**src/rtl/dot_accum_pkg.sv**
```systemverilog
// Shared definitions for the dot-product accumulator controller.
//   DATA_W  : operand / result width
//   LEN_W   : default width of the element counter
//   ENTRY_W : width of one operand-queue entry {a, b, last}
package dot_accum_pkg;

    localparam int DATA_W  = 32;
    localparam int LEN_W   = 16;
    localparam int ENTRY_W = 2 * DATA_W + 1;

    // One queued operand pair. Keep in sync with ENTRY_W.
    typedef struct packed {
        logic [DATA_W-1:0] a;
        logic [DATA_W-1:0] b;
        logic              last;
    } opnd_t;

endpackage

```
**src/rtl/dot_accum_if.sv**
```systemverilog
// Streaming interface of the dot-product accumulator.
//   in_*  : operand-pair stream (valid/ready), in_last marks end of vector
//   out_* : result stream (valid/ready), out_data = dot product, out_len = count
// Modports:
//   slave  : the accumulator itself
//   master : the environment (producer of pairs, consumer of results)
interface dot_accum_if #(
    parameter int LEN_W = dot_accum_pkg::LEN_W
) ();

    logic                              in_valid;
    logic                              in_ready;
    logic [dot_accum_pkg::DATA_W-1:0]  in_a;
    logic [dot_accum_pkg::DATA_W-1:0]  in_b;
    logic                              in_last;
    logic                              out_valid;
    logic                              out_ready;
    logic [dot_accum_pkg::DATA_W-1:0]  out_data;
    logic [LEN_W-1:0]                  out_len;

    modport slave (
        input  in_valid, in_a, in_b, in_last, out_ready,
        output in_ready, out_valid, out_data, out_len
    );

    modport master (
        output in_valid, in_a, in_b, in_last, out_ready,
        input  in_ready, out_valid, out_data, out_len
    );

endinterface

```
**src/rtl/dot_opnd_fifo.sv**
```systemverilog
// Synchronous operand FIFO with full/empty flags.
//   clk, rst_n : clock, async active-low reset (clears pointers only)
//   push/wdata : write when push && !full
//   pop        : drop head when pop && !empty
//   rdata      : current head entry (valid when !empty)
//   full/empty : occupancy flags
// Pointers carry one extra wrap bit so full and empty are distinguishable.
module dot_opnd_fifo #(
    parameter int DEPTH = 4,
    parameter int WIDTH = dot_accum_pkg::ENTRY_W
) (
    input  logic             clk,
    input  logic             rst_n,
    input  logic             push,
    input  logic [WIDTH-1:0] wdata,
    input  logic             pop,
    output logic [WIDTH-1:0] rdata,
    output logic             full,
    output logic             empty
);

    localparam int AW = $clog2(DEPTH);

    logic [AW:0]      wr_ptr_q, wr_ptr_d;
    logic [AW:0]      rd_ptr_q, rd_ptr_d;
    logic [WIDTH-1:0] mem_q [DEPTH];
    logic             do_push;
    logic             do_pop;

    always_comb begin
        empty    = (wr_ptr_q == rd_ptr_q);
        full     = (wr_ptr_q[AW] != rd_ptr_q[AW]) &&
                   (wr_ptr_q[AW-1:0] == rd_ptr_q[AW-1:0]);
        do_push  = push && !full;
        do_pop   = pop && !empty;
        wr_ptr_d = wr_ptr_q + {{AW{1'b0}}, do_push};
        rd_ptr_d = rd_ptr_q + {{AW{1'b0}}, do_pop};
        rdata    = mem_q[rd_ptr_q[AW-1:0]];
    end

    always_ff @(posedge clk or negedge rst_n) begin
        if (!rst_n) begin
            wr_ptr_q <= '0;
            rd_ptr_q <= '0;
        end else begin
            wr_ptr_q <= wr_ptr_d;
            rd_ptr_q <= rd_ptr_d;
        end
    end

    // NOTE: storage is not reset; an entry is only read after it was written,
    // and leaving it unreset keeps it a plain RAM/register array.
    always_ff @(posedge clk) begin
        if (do_push) begin
            mem_q[wr_ptr_q[AW-1:0]] <= wdata;
        end
    end

endmodule

```
**src/rtl/dot_accum_ctrl.sv**
```systemverilog
// Dot-product accumulation controller around an external 1-cycle MADD unit.
//   clk, rst_n   : clock, async active-low reset
//   io (slave)   : operand stream in, dot-product result stream out
//   madd_a/b     : A/B operands for the MADD, presented in issue cycle t
//   madd_c       : C addend for the MADD, presented in cycle t+1
//   madd_z       : MADD result A(t)*B(t)+C(t+1), valid combinationally in t+1
// Pairs are queued, issued one per cycle, and the running sum is fed back
// through C. A vector's final element is held back while the result register
// cannot take a new value, or while the previous last is still in flight.
module dot_accum_ctrl #(
    parameter int FIFO_DEPTH = 4,
    parameter int LEN_W      = dot_accum_pkg::LEN_W
) (
    input  logic                clk,
    input  logic                rst_n,
    dot_accum_if.slave          io,
    output logic [31:0]         madd_a,
    output logic [31:0]         madd_b,
    output logic [31:0]         madd_c,
    input  logic [31:0]         madd_z
);

    import dot_accum_pkg::*;

    localparam logic [LEN_W-1:0] CNT_MAX = '1;

    opnd_t             push_entry;
    opnd_t             head;
    logic              fifo_full;
    logic              fifo_empty;
    logic              out_free;
    logic              issue;

    logic              issue_d1_q, issue_d1_d;
    logic              last_d1_q,  last_d1_d;
    logic              first_q,    first_d;     // next issued element starts a vector
    logic              first_d1_q, first_d1_d;  // element in flight started a vector
    logic [LEN_W-1:0]  cnt_q,      cnt_d;
    logic [DATA_W-1:0] acc_q,      acc_d;
    logic              out_valid_q, out_valid_d;
    logic [DATA_W-1:0] out_data_q,  out_data_d;
    logic [LEN_W-1:0]  out_len_q,   out_len_d;

    assign push_entry = '{a: io.in_a, b: io.in_b, last: io.in_last};

    dot_opnd_fifo #(
        .DEPTH (FIFO_DEPTH),
        .WIDTH (ENTRY_W)
    ) u_fifo (
        .clk   (clk),
        .rst_n (rst_n),
        .push  (io.in_valid),
        .wdata (push_entry),
        .pop   (issue),
        .rdata (head),
        .full  (fifo_full),
        .empty (fifo_empty)
    );

    assign io.in_ready  = !fifo_full;
    assign io.out_valid = out_valid_q;
    assign io.out_data  = out_data_q;
    assign io.out_len   = out_len_q;

    // Issue and MADD operand selection.
    always_comb begin
        out_free = !out_valid_q || io.out_ready;
        issue    = !fifo_empty && (!head.last || (out_free && !last_d1_q));
        madd_a   = issue ? head.a : '0;
        madd_b   = issue ? head.b : '0;
        madd_c   = (issue_d1_q && !first_d1_q) ? acc_q : '0;
    end

    // Next-state logic.
    // NOTE: every target gets a default first so no path leaves it unassigned,
    // which would otherwise infer a latch.
    always_comb begin
        issue_d1_d  = issue;
        last_d1_d   = issue && head.last;
        first_d1_d  = first_q;
        first_d     = first_q;
        cnt_d       = cnt_q;
        acc_d       = acc_q;
        out_valid_d = out_valid_q;
        out_data_d  = out_data_q;
        out_len_d   = out_len_q;

        if (issue) begin
            first_d = head.last;
            cnt_d   = (cnt_q == CNT_MAX) ? cnt_q : cnt_q + 1'b1;
        end

        if (out_valid_q && io.out_ready) begin
            out_valid_d = 1'b0;
        end

        if (issue_d1_q) begin
            acc_d = madd_z;
            if (last_d1_q) begin
                out_valid_d = 1'b1;
                out_data_d  = madd_z;
                out_len_d   = cnt_q;
                // An element issued this cycle already belongs to the next vector.
                cnt_d       = {{(LEN_W-1){1'b0}}, issue};
            end
        end
    end

    // NOTE: state registers use non-blocking assignments so every flop samples
    // the pre-edge values regardless of block ordering.
    always_ff @(posedge clk or negedge rst_n) begin
        if (!rst_n) begin
            issue_d1_q  <= 1'b0;
            last_d1_q   <= 1'b0;
            first_q     <= 1'b1;
            first_d1_q  <= 1'b1;
            cnt_q       <= '0;
            acc_q       <= '0;
            out_valid_q <= 1'b0;
            out_data_q  <= '0;
            out_len_q   <= '0;
        end else begin
            issue_d1_q  <= issue_d1_d;
            last_d1_q   <= last_d1_d;
            first_q     <= first_d;
            first_d1_q  <= first_d1_d;
            cnt_q       <= cnt_d;
            acc_q       <= acc_d;
            out_valid_q <= out_valid_d;
            out_data_q  <= out_data_d;
            out_len_q   <= out_len_d;
        end
    end

endmodule

```
**src/flat_wrapper.sv**
```systemverilog
// flat-port wrapper written by rule: the top's interface ports become plain ports
module dot_accum_ctrl_flat import dot_accum_pkg::*;
#(
    parameter int FIFO_DEPTH = 4,
    parameter int LEN_W      = dot_accum_pkg::LEN_W
)
  (clk, rst_n, madd_a, madd_b, madd_c, madd_z, io_in_valid, io_in_a, io_in_b, io_in_last, io_out_ready, io_in_ready, io_out_valid, io_out_data, io_out_len);
  dot_accum_if #(.LEN_W(LEN_W)) io_i ();
  input  logic clk;
  input  logic rst_n;
  output logic [31:0] madd_a;
  output logic [31:0] madd_b;
  output logic [31:0] madd_c;
  input  logic [31:0] madd_z;
  input wire logic [$bits(io_i.in_valid)-1:0] io_in_valid;
  input wire logic [$bits(io_i.in_a)-1:0] io_in_a;
  input wire logic [$bits(io_i.in_b)-1:0] io_in_b;
  input wire logic [$bits(io_i.in_last)-1:0] io_in_last;
  input wire logic [$bits(io_i.out_ready)-1:0] io_out_ready;
  output wire logic [$bits(io_i.in_ready)-1:0] io_in_ready;
  output wire logic [$bits(io_i.out_valid)-1:0] io_out_valid;
  output wire logic [$bits(io_i.out_data)-1:0] io_out_data;
  output wire logic [$bits(io_i.out_len)-1:0] io_out_len;
  assign io_i.in_valid = io_in_valid;
  assign io_i.in_a = io_in_a;
  assign io_i.in_b = io_in_b;
  assign io_i.in_last = io_in_last;
  assign io_i.out_ready = io_out_ready;
  assign io_in_ready = io_i.in_ready;
  assign io_out_valid = io_i.out_valid;
  assign io_out_data = io_i.out_data;
  assign io_out_len = io_i.out_len;
  dot_accum_ctrl #(.FIFO_DEPTH(FIFO_DEPTH), .LEN_W(LEN_W)) u_core (.clk(clk), .rst_n(rst_n), .io(io_i), .madd_a(madd_a), .madd_b(madd_b), .madd_c(madd_c), .madd_z(madd_z));
endmodule
```
**config.mk**
```make
export PLATFORM = sky130hd
export DESIGN_NAME = dot_accum_ctrl_flat
export DESIGN_NICKNAME = d
export VERILOG_FILES = /design/src/rtl/dot_accum_pkg.sv /design/src/rtl/dot_accum_if.sv /design/src/rtl/dot_opnd_fifo.sv /design/src/rtl/dot_accum_ctrl.sv /design/src/flat_wrapper.sv
export SDC_FILE = /design/constraint.sdc
export NUM_CORES = 1
export LEC_CHECK = 0
export ABC_AREA = 1
export CAP_MARGIN = 20
export CORE_UTILIZATION = 38
export DETAILED_ROUTE_END_ITERATION = 10
export PLACE_DENSITY_LB_ADDON = 0.15
export SLEW_MARGIN = 20
export SYNTH_ARGS = -nofsm -noshare
export SYNTH_HDL_FRONTEND = slang
export SYNTH_SLANG_ARGS = --single-unit
```
**constraint.sdc**
```tcl
create_clock -name clk -period 10.4 [get_ports clk]
set_input_delay 2.6 -clock clk [delete_from_list [all_inputs] [get_ports clk]]
set_output_delay 2.6 -clock clk [all_outputs]
set_load 0.01 [all_outputs]
```
==> results of run 1 <==
[worst paths after layout]
kind | start | cells after the start | slack (ps) | endpoint
setup / recovery | io_out_ready | 8 | 2900 | madd_a[11]
hold / removal | u_core.first_d1_d | 0 | 370 | u_core.first_d1_q
setup reg to reg | u_core.u_fifo.rd_ptr_q[0] | 9 | 7380 | u_core.u_fifo.rd_ptr_q[2]
hold reg to reg | u_core.first_d1_d | 0 | 370 | u_core.first_d1_q
max in group asynchronous | rst_n | 2 | 7100 | u_core.io.out_data[10]
min in group asynchronous | rst_n | 1 | 2080 | u_core.io.out_len[3]
[per-stage QoR]
step / hold slack (ps) / total power, uW / setup WS, ps
after floorplan: 354.0 / 3584 / 2706
after global placement: 357.0 / 4789 / 3003
after detailed placement: 363.2 / 4807 / 2900
after CTS: 369.4 / 6143 / 2878
after global routing: 370.7 / 6481 / 2690
final: 372.7 / 6043 / 2896
[routing by layer]
| metal | vias up | global-route usage [%] | wire (um) |
|---|---|---|---|
| met5 | - | 0 | 41 |
| met4 | 6 | 5.128 | 700 |
| li1 | 4967 | - | - |
| met2 | 308 | 29.72 | 16710 |
| met1 | 4875 | 25.19 | 16150 |
| met3 | 56 | 4.307 | 2628 |
[cell usage in the layout, fill, tap and decap left out, types with 2 or more instances in the layout]
cell / n
nor2_1: 306
edfxtp_1: 260
clkdlybuf4s50_1: 245
nand2_1: 220
o21ai_0: 171
dfrtp_1: 102
a21oi_1: 72
inv_1: 58
clkbuf_16: 41
buf_4: 18
clkbuf_1: 16
nand3_1: 14
xor2_1: 10
o21ai_1: 8
nand4_1: 6
clkinv_1: 6
clkinv_2: 6
nor3_2: 5
ha_1: 5
inv_4: 3
nand2_2: 3
nor2_4: 3
a22oi_1: 3
inv_2: 2
nand3_2: 2
nand2_4: 2
clkinv_8: 2
clkbuf_8: 2
dfstp_2: 2
dfrtp_2: 2
[cell type report]
cell class	instances	area, um^2	share of cell area, %
inverter	63	241.5	1.280
antenna	1	2.502	0.01326
multi-input combinational	835	3691	19.56
clock inverter	16	103.9	0.5503
timing repair buffer	263	2587	13.71
sequential	367	10490	55.60
clock buffer	59	1114	5.900
tap	511	639.4	3.388
[power breakdown]
group	internal (uW)	switching, uW	total [uW]	leakage (uW)
Sequential	2000	177	2170	0.00371
Clock	748	561	1310	0.000593
Combinational	1080	1480	2560	0.00289
[worst max-delay path, stage by stage]
cell and delay [ps]:
clkdlybuf4s50_1 450, inv_1 40, nand2_1 80, nand2_1 70
nand3_2 100, nand2_4 490, a21oi_1 400, clkdlybuf4s50_1 590
[state kept, by name, summed over array words and instances, names as in the netlist]
name	cells
u_core.io.out_data	32
u_core.u_fifo.rd_ptr_q	3
u_core.issue_d1_q	1
u_core.first_d1_d	1
u_core.last_d1_q	1
u_core.first_d1_q	1
u_core.u_fifo.wr_ptr_q	3
u_core.io.out_valid	1
u_core.io.out_len	16
u_core.acc_q	32
u_core.cnt_q	16
u_core.u_fifo.mem_q	260
[cell families after synthesis]
logic type	Yosys count
buffers and inverters	137
adder cells (fa/ha/maj)	5
flip-flops	367
XOR/XNOR	11
AO/OA/AOI/OAI	255
AND/OR/NAND/NOR	564
==> results.txt, run 1 <==
----------------------------------------------------
[Cells and area]
  End-of-flow core utilization ... 49.75%
  Layout overhead on the synthesized area ... 27.93%
  Post-route cell area ... 18870 um^2
  Fraction of final layout cells with drive strength greater than 1 ... 6.114%
  Fill cell count ... 3469
  Final Net Count ... 1677
  Final Instance Count excl. Fillers ... 2115

[Placement]
  Total placed instance area ... 17650 um^2
  Cell total after placement ... 2039
  Routability congestion estimate from global placement ... 0.8166
  Number of port buffers ... 246
  Estimated wirelength of the detail-placed design ... 21.54 mm

[Logic synthesis]
  Ranking of synthesized cells by instance count ... nor2_1, edfxtp_1, nand2_1, o21ai_0, dfrtp_1
  Leading register cell type out of synthesis ... edfxtp_1
  Seq/Total Area, Yosys ... 71.09%
  Post-synthesis simple-gate area fraction ... 15.06%
  Mean area per synthesized cell ... 11.02 um^2
  Compound-gate portion of the synthesized area ... 8.727%
  Yosys Warn Count ... 0
  Post-Synth Adder-Cell Area ... 0.4241%
  Combinational family with the most area after synthesis ... simple AND/OR/NAND/NOR gates
  Portion of netlist area occupied by mux cells ... 0%
  Syn_nets ... 1445
  Library cell with the largest summed area after synthesis ... edfxtp_1
  Asr flop ratio synth ... 29.16%
  Cell with the most instances after synthesis ... nor2_1
  Post-synthesis register bit count ... 367
  Fraction of synthesized cell area taken by the top area cell type ... 52.92%
  Cell area after synthesis ... 14750 um^2
  Number of enable-type register cells in the synthesized netlist ... 260
  Dominant cells by area after synthesis ... edfxtp_1, dfrtp_1, nor2_1, o21ai_0, nand2_1
  Number of distinct library cells after synthesis ... 32
  Instance count of the mapped netlist ... 1339
  XOR/XNOR share of the synthesized area ... 0.6530%

[Floorplan]
  Total Die Area ... 39610 um^2
  Die outline width ... 199.0 um
  Number of cell rows ... 71
  Initial core utilization ... 38.89%
  Vertical die dimension ... 199.0 um
  Core area ... 37930 um^2
  Ports ... 247

[Drt]
  Avg Vias per Cell ... 4.828
  Remaining antenna violation count after routing ... 0
  DR WL/cell ... 17.13 um
  Number of detailed-routing iterations run before antenna repair ... 5
  First DRT Iteration DRCs ... 673
  DRC errors left ... 0
  Final WL ... 36.24 mm
  DR vias ... 10212

[Clock network]
  Number of clock buffers inserted by TritonCTS ... 41
  H-Tree Level Count ... 2
  Cts repair resizes ... 0
  Post-CTS Setup Repair Bufs ... 0
  CTS sink count ... 367
  Clock tree from TritonCTS ... yes
  Worst-path clk slew ... 60 ps
  Clk_lat worst skew ... 540 ps
  CTS hold repair buffers ... 0
  Clock Root Buffer ... clkbuf_16
  Maximum clock path buffer count ... 3

[Timing]
  Setup repair after global routing missed its margin ... false
  Least-Margin Pin Slew ... 1063 ps
  Time the final worst path needs with I/O delays and setup ... 7504 ps
  Relative slew slack ... 29.14%
  Final period utilization ... 72.15%
  Accumulated negative setup slack ... 0 ps
  Maximum clock frequency ... 0.1333 GHz
  Final hold violation count ... 0
  Final number of max-transition violations ... 0
  Final number of setup-violating endpoints ... 0
  Setup Skew ... 16.40 ps

[Global routing]
  Maximum number of pins on one net before global-route repair ... 99
  Total global-route track usage ... 18.55%
  Via count of the first global-routing pass ... 10057
  Overflow after GRT ... 0
  Global-route wire length before repair ... 56.46 mm
  Number of antenna violations at the first check in global routing ... 4

[Power and ir drop]
  Maximum resistive drop on vdd ... 225.5 uV
  Power density relative to cell area ... 320.2 nW/um^2
  Leak ... 0.007191 uW

[Worst setup path]
  Kind of end point of the critical path ... primary output
  Startpoint type of the worst setup path ... primary input
  Worst Path Required ... 7800 ps
  Worst-path maximum fanout ... 80
  Crit path arrival time ... 4900 ps
  Category of the most critical setup path ... primary input to primary output

[Run status]
  Outcome ... complete, no violations

[Hold path]
  Hold/Removal Path Class ... flop to flop

[Flow run]
  Number of max-cap violations ... 0

----------------------------------------------------
Power figures use the tool's default switching activity.
==> run 2, diff against run 1 <==
clock period = 7.3 ns   (was 10.4 ns; I/O delays follow)
==> results.txt, run 2 (same netlist as run 1, synthesis figures left out) <==
----------------------------------------------------
[Clock network]
  H-Tree Level Count ... 2 (unchanged)
  Number of clock buffers inserted by TritonCTS ... 40 (was 41)
  Maximum clock path buffer count ... 3 (unchanged)
  Post-CTS Setup Repair Bufs ... 0 (unchanged)
  Cts repair resizes ... 0 (unchanged)
  Worst-path clk slew ... 60 ps (about the same)
  CTS hold repair buffers ... 0 (unchanged)
  Clock tree from TritonCTS ... yes (unchanged)
  Clock Root Buffer ... clkbuf_16 (unchanged)
  CTS sink count ... 367 (unchanged)
  Clk_lat worst skew ... 550 ps (was 540 ps)

[Floorplan]
  Core area ... 37930 um^2 (unchanged)
  Vertical die dimension ... 199.0 um (unchanged)
  Total Die Area ... 39610 um^2 (unchanged)
  Number of cell rows ... 71 (unchanged)
  Initial core utilization ... 38.89% (unchanged)
  Ports ... 247 (unchanged)
  Die outline width ... 199.0 um (unchanged)

[Placement]
  Worst slack, placed ... 1362 ps (was 2900 ps)
  Cell total after placement ... 2039 (unchanged)
  Estimated wirelength of the detail-placed design ... 21.71 mm (was 21.54 mm)
  Routability congestion estimate from global placement ... 0.8192 (was 0.8166)
  Number of port buffers ... 246 (unchanged)
  Total placed instance area ... 17650 um^2 (unchanged)

[Cells and area]
  Layout overhead on the synthesized area ... 28.56% (was 27.93%)
  Fill cell count ... 3449 (was 3469)
  Post-route cell area ... 18970 um^2 (was 18870 um^2)
  Final Net Count ... 1676 (was 1677)
  Max FFs per register ... 260 (unchanged)
  Final Instance Count excl. Fillers ... 2116 (was 2115)
  FF/Latch Area ... 10490 um^2 (unchanged)
  Most common library cell in the layout ignoring fill and taps ... nor2_1 (unchanged)
  Area used by multi-input combinational logic ... 3691 um^2 (unchanged)
  Most frequent cells in the layout ... nor2_1, edfxtp_1, clkdlybuf4s50_1, nand2_1, o21ai_0 (unchanged)
  Fraction of final layout cells with drive strength greater than 1 ... 6.367% (was 6.114%)

[Power and ir drop]
  Maximum resistive drop on vdd ... 212.8 uV (was 225.5 uV)
  Power density relative to cell area ... 460.0 nW/um^2 (was 320.2 nW/um^2)
  Proportion of power drawn by combinational gates ... 41.7% (was 42.4%)
  Clk pwr share ... 22.8% (was 21.7%)
  Internal Dissipation ... 5549 uW (was 3822 uW)
  Total power consumption of the routed design ... 8726 uW (was 6043 uW)
  Switching power summed over all nets ... 3177 uW (was 2221 uW)
  Sequential group share of total power ... 35.5% (was 36.0%)
  Switching power share of the total ... 36.40% (was 36.75%)
  Leak ... 0.007240 uW (was 0.007191 uW)

[Worst setup path]
  Critical register-to-register path startpoint ... u_core.u_fifo.rd_ptr_q[0] (unchanged)
  Slowest cell on crit path ... clkdlybuf4s50_1 (unchanged)
  Biggest cell delay along the critical path ... 590 ps (about the same)
  Worst reg2reg setup slack ... 4360 ps (was 7380 ps)
  Worst-path maximum fanout ... 80 (unchanged)
  Startpoint type of the worst setup path ... primary input (unchanged)
  RR Endpoint ... u_core.u_fifo.mem_q[0][43] (was u_core.u_fifo.rd_ptr_q[2])
  List of cells traversed by the critical path ... clkdlybuf4s50_1, inv_1, nand2_1, nand2_1, nand3_2, nand2_4, a21oi_1, clkdlybuf4s50_1 (unchanged)
  Category of the most critical setup path ... primary input to primary output (unchanged)
  Worst reg-to-reg path cell count ... 7 (was 9)
  Worst Path Required ... 5480 ps (was 7800 ps)
  Crit path arrival time ... 4070 ps (was 4900 ps)
  Kind of end point of the critical path ... primary output (unchanged)

[Timing]
  Least-Margin Pin Slew ... 954.0 ps (was 1063 ps)
  Setup repair after global routing missed its margin ... false (unchanged)
  Final hold violation count ... 0 (unchanged)
  Accumulated negative setup slack ... 0 ps (unchanged)
  Final number of setup-violating endpoints ... 0 (unchanged)
  Final number of max-transition violations ... 0 (unchanged)
  Relative slew slack ... 36.40% (was 29.14%)
  Final period utilization ... 80.69%
  Post-route worst setup slack ... 1410 ps (was 2896 ps)
  Maximum clock frequency ... 0.1698 GHz
  Time the final worst path needs with I/O delays and setup ... 5890 ps
  Setup Skew ... 12.48 ps (was 16.40 ps)

[Global routing]
  Total global-route track usage ... 18.55% (about the same)
  Maximum number of pins on one net before global-route repair ... 99 (unchanged)
  Overflow after GRT ... 0 (unchanged)
  Global-route wire length before repair ... 56.30 mm (was 56.46 mm)
  Number of antenna violations at the first check in global routing ... 4 (unchanged)
  Via count of the first global-routing pass ... 10088 (was 10057)

[Drt]
  DR WL/cell ... 17.12 um (was 17.13 um)
  Remaining antenna violation count after routing ... 0 (unchanged)
  Number of detailed-routing iterations run before antenna repair ... 5 (unchanged)
  Final WL ... 36.22 mm (was 36.24 mm)
  Avg Vias per Cell ... 4.829 (was 4.828)
  First DRT Iteration DRCs ... 578 (was 673)
  DR vias ... 10218 (was 10212)
  DRC errors left ... 0 (unchanged)

[Run status]
  Outcome ... complete, no violations (unchanged)

[Hold path]
  Sink of the worst hold path ... u_core.first_d1_q (unchanged)
  Cells on Worst Hold Path ... 0 (unchanged)
  Hold path startpoint ... u_core.first_d1_d (unchanged)
  Hold/Removal Path Class ... flop to flop (unchanged)

[Flow run]
  Number of max-cap violations ... 0 (unchanged)

----------------------------------------------------
run 2: power by group through the flow:
stage | registers (uW) | clock network [uW] | logic, uW
floorplan | 3130 | 0 | 1970
global placement | 3130 | 0 | 3690
detailed placement | 3150 | 0 | 3700
CTS | 3110 | 2040 | 3720
global route | 3160 | 2120 | 4050
finish | 3100 | 1990 | 3640
run 2: how the worst max path moves through the flow:
| stage | startpoint | end | slack [ps] |
|---|---|---|---|
| 2_1_floorplan | io_in_valid | u_core.u_fifo.mem_q[2][0] | 380 |
| 3_3_place_gp | io_out_ready | madd_b[27] | 1450 |
| 3_5_place_dp | io_out_ready | madd_a[10] | 1360 |
| 4_1_cts | io_out_ready | madd_a[10] | 1350 |
| 5_1_grt | io_out_ready | madd_a[10] | 1190 |
| 6_report | io_out_ready | madd_a[20] | 1410 |
run 2: layout make-up:
| type | count | area share, % |
|---|---|---|
| flip-flops and latches | 367 | 55.33 |
| diodes | 3 | 0.03958 |
| inverters | 63 | 1.273 |
| well taps | 511 | 3.371 |
| clock buffers | 56 | 6.023 |
| clock inverters | 18 | 0.8642 |
| repair buffers | 263 | 13.64 |
| multi-input cells | 835 | 19.46 |
run 2: worst max-delay path: cells and delay by family:
family,cells,cell delay (ps)
buf+inv,3,1070
simple gates,4,720
compound gates,1,380
run 2: per-layer routing:
| layer | up-vias | GRT usage (%) | part of all wire [%] |
|---|---|---|---|
| met2 | 286 | 30.06 | 47 |
| met5 | - | 0 | 0.030 |
| met1 | 4907 | 25.01 | 44 |
| li1 | 4977 | - | - |
| met3 | 46 | 4.086 | 6.7 |
| met4 | 2 | 5.157 | 1.9 |
run 2: per-stage QoR:
stage,util [%],hold slack [ps]
global placement,46.54,358.3
global route,49.98,374.6
detailed placement,46.54,358.3
floorplan,-,354.0
finish,50.00,364.2
CTS,49.98,365.0
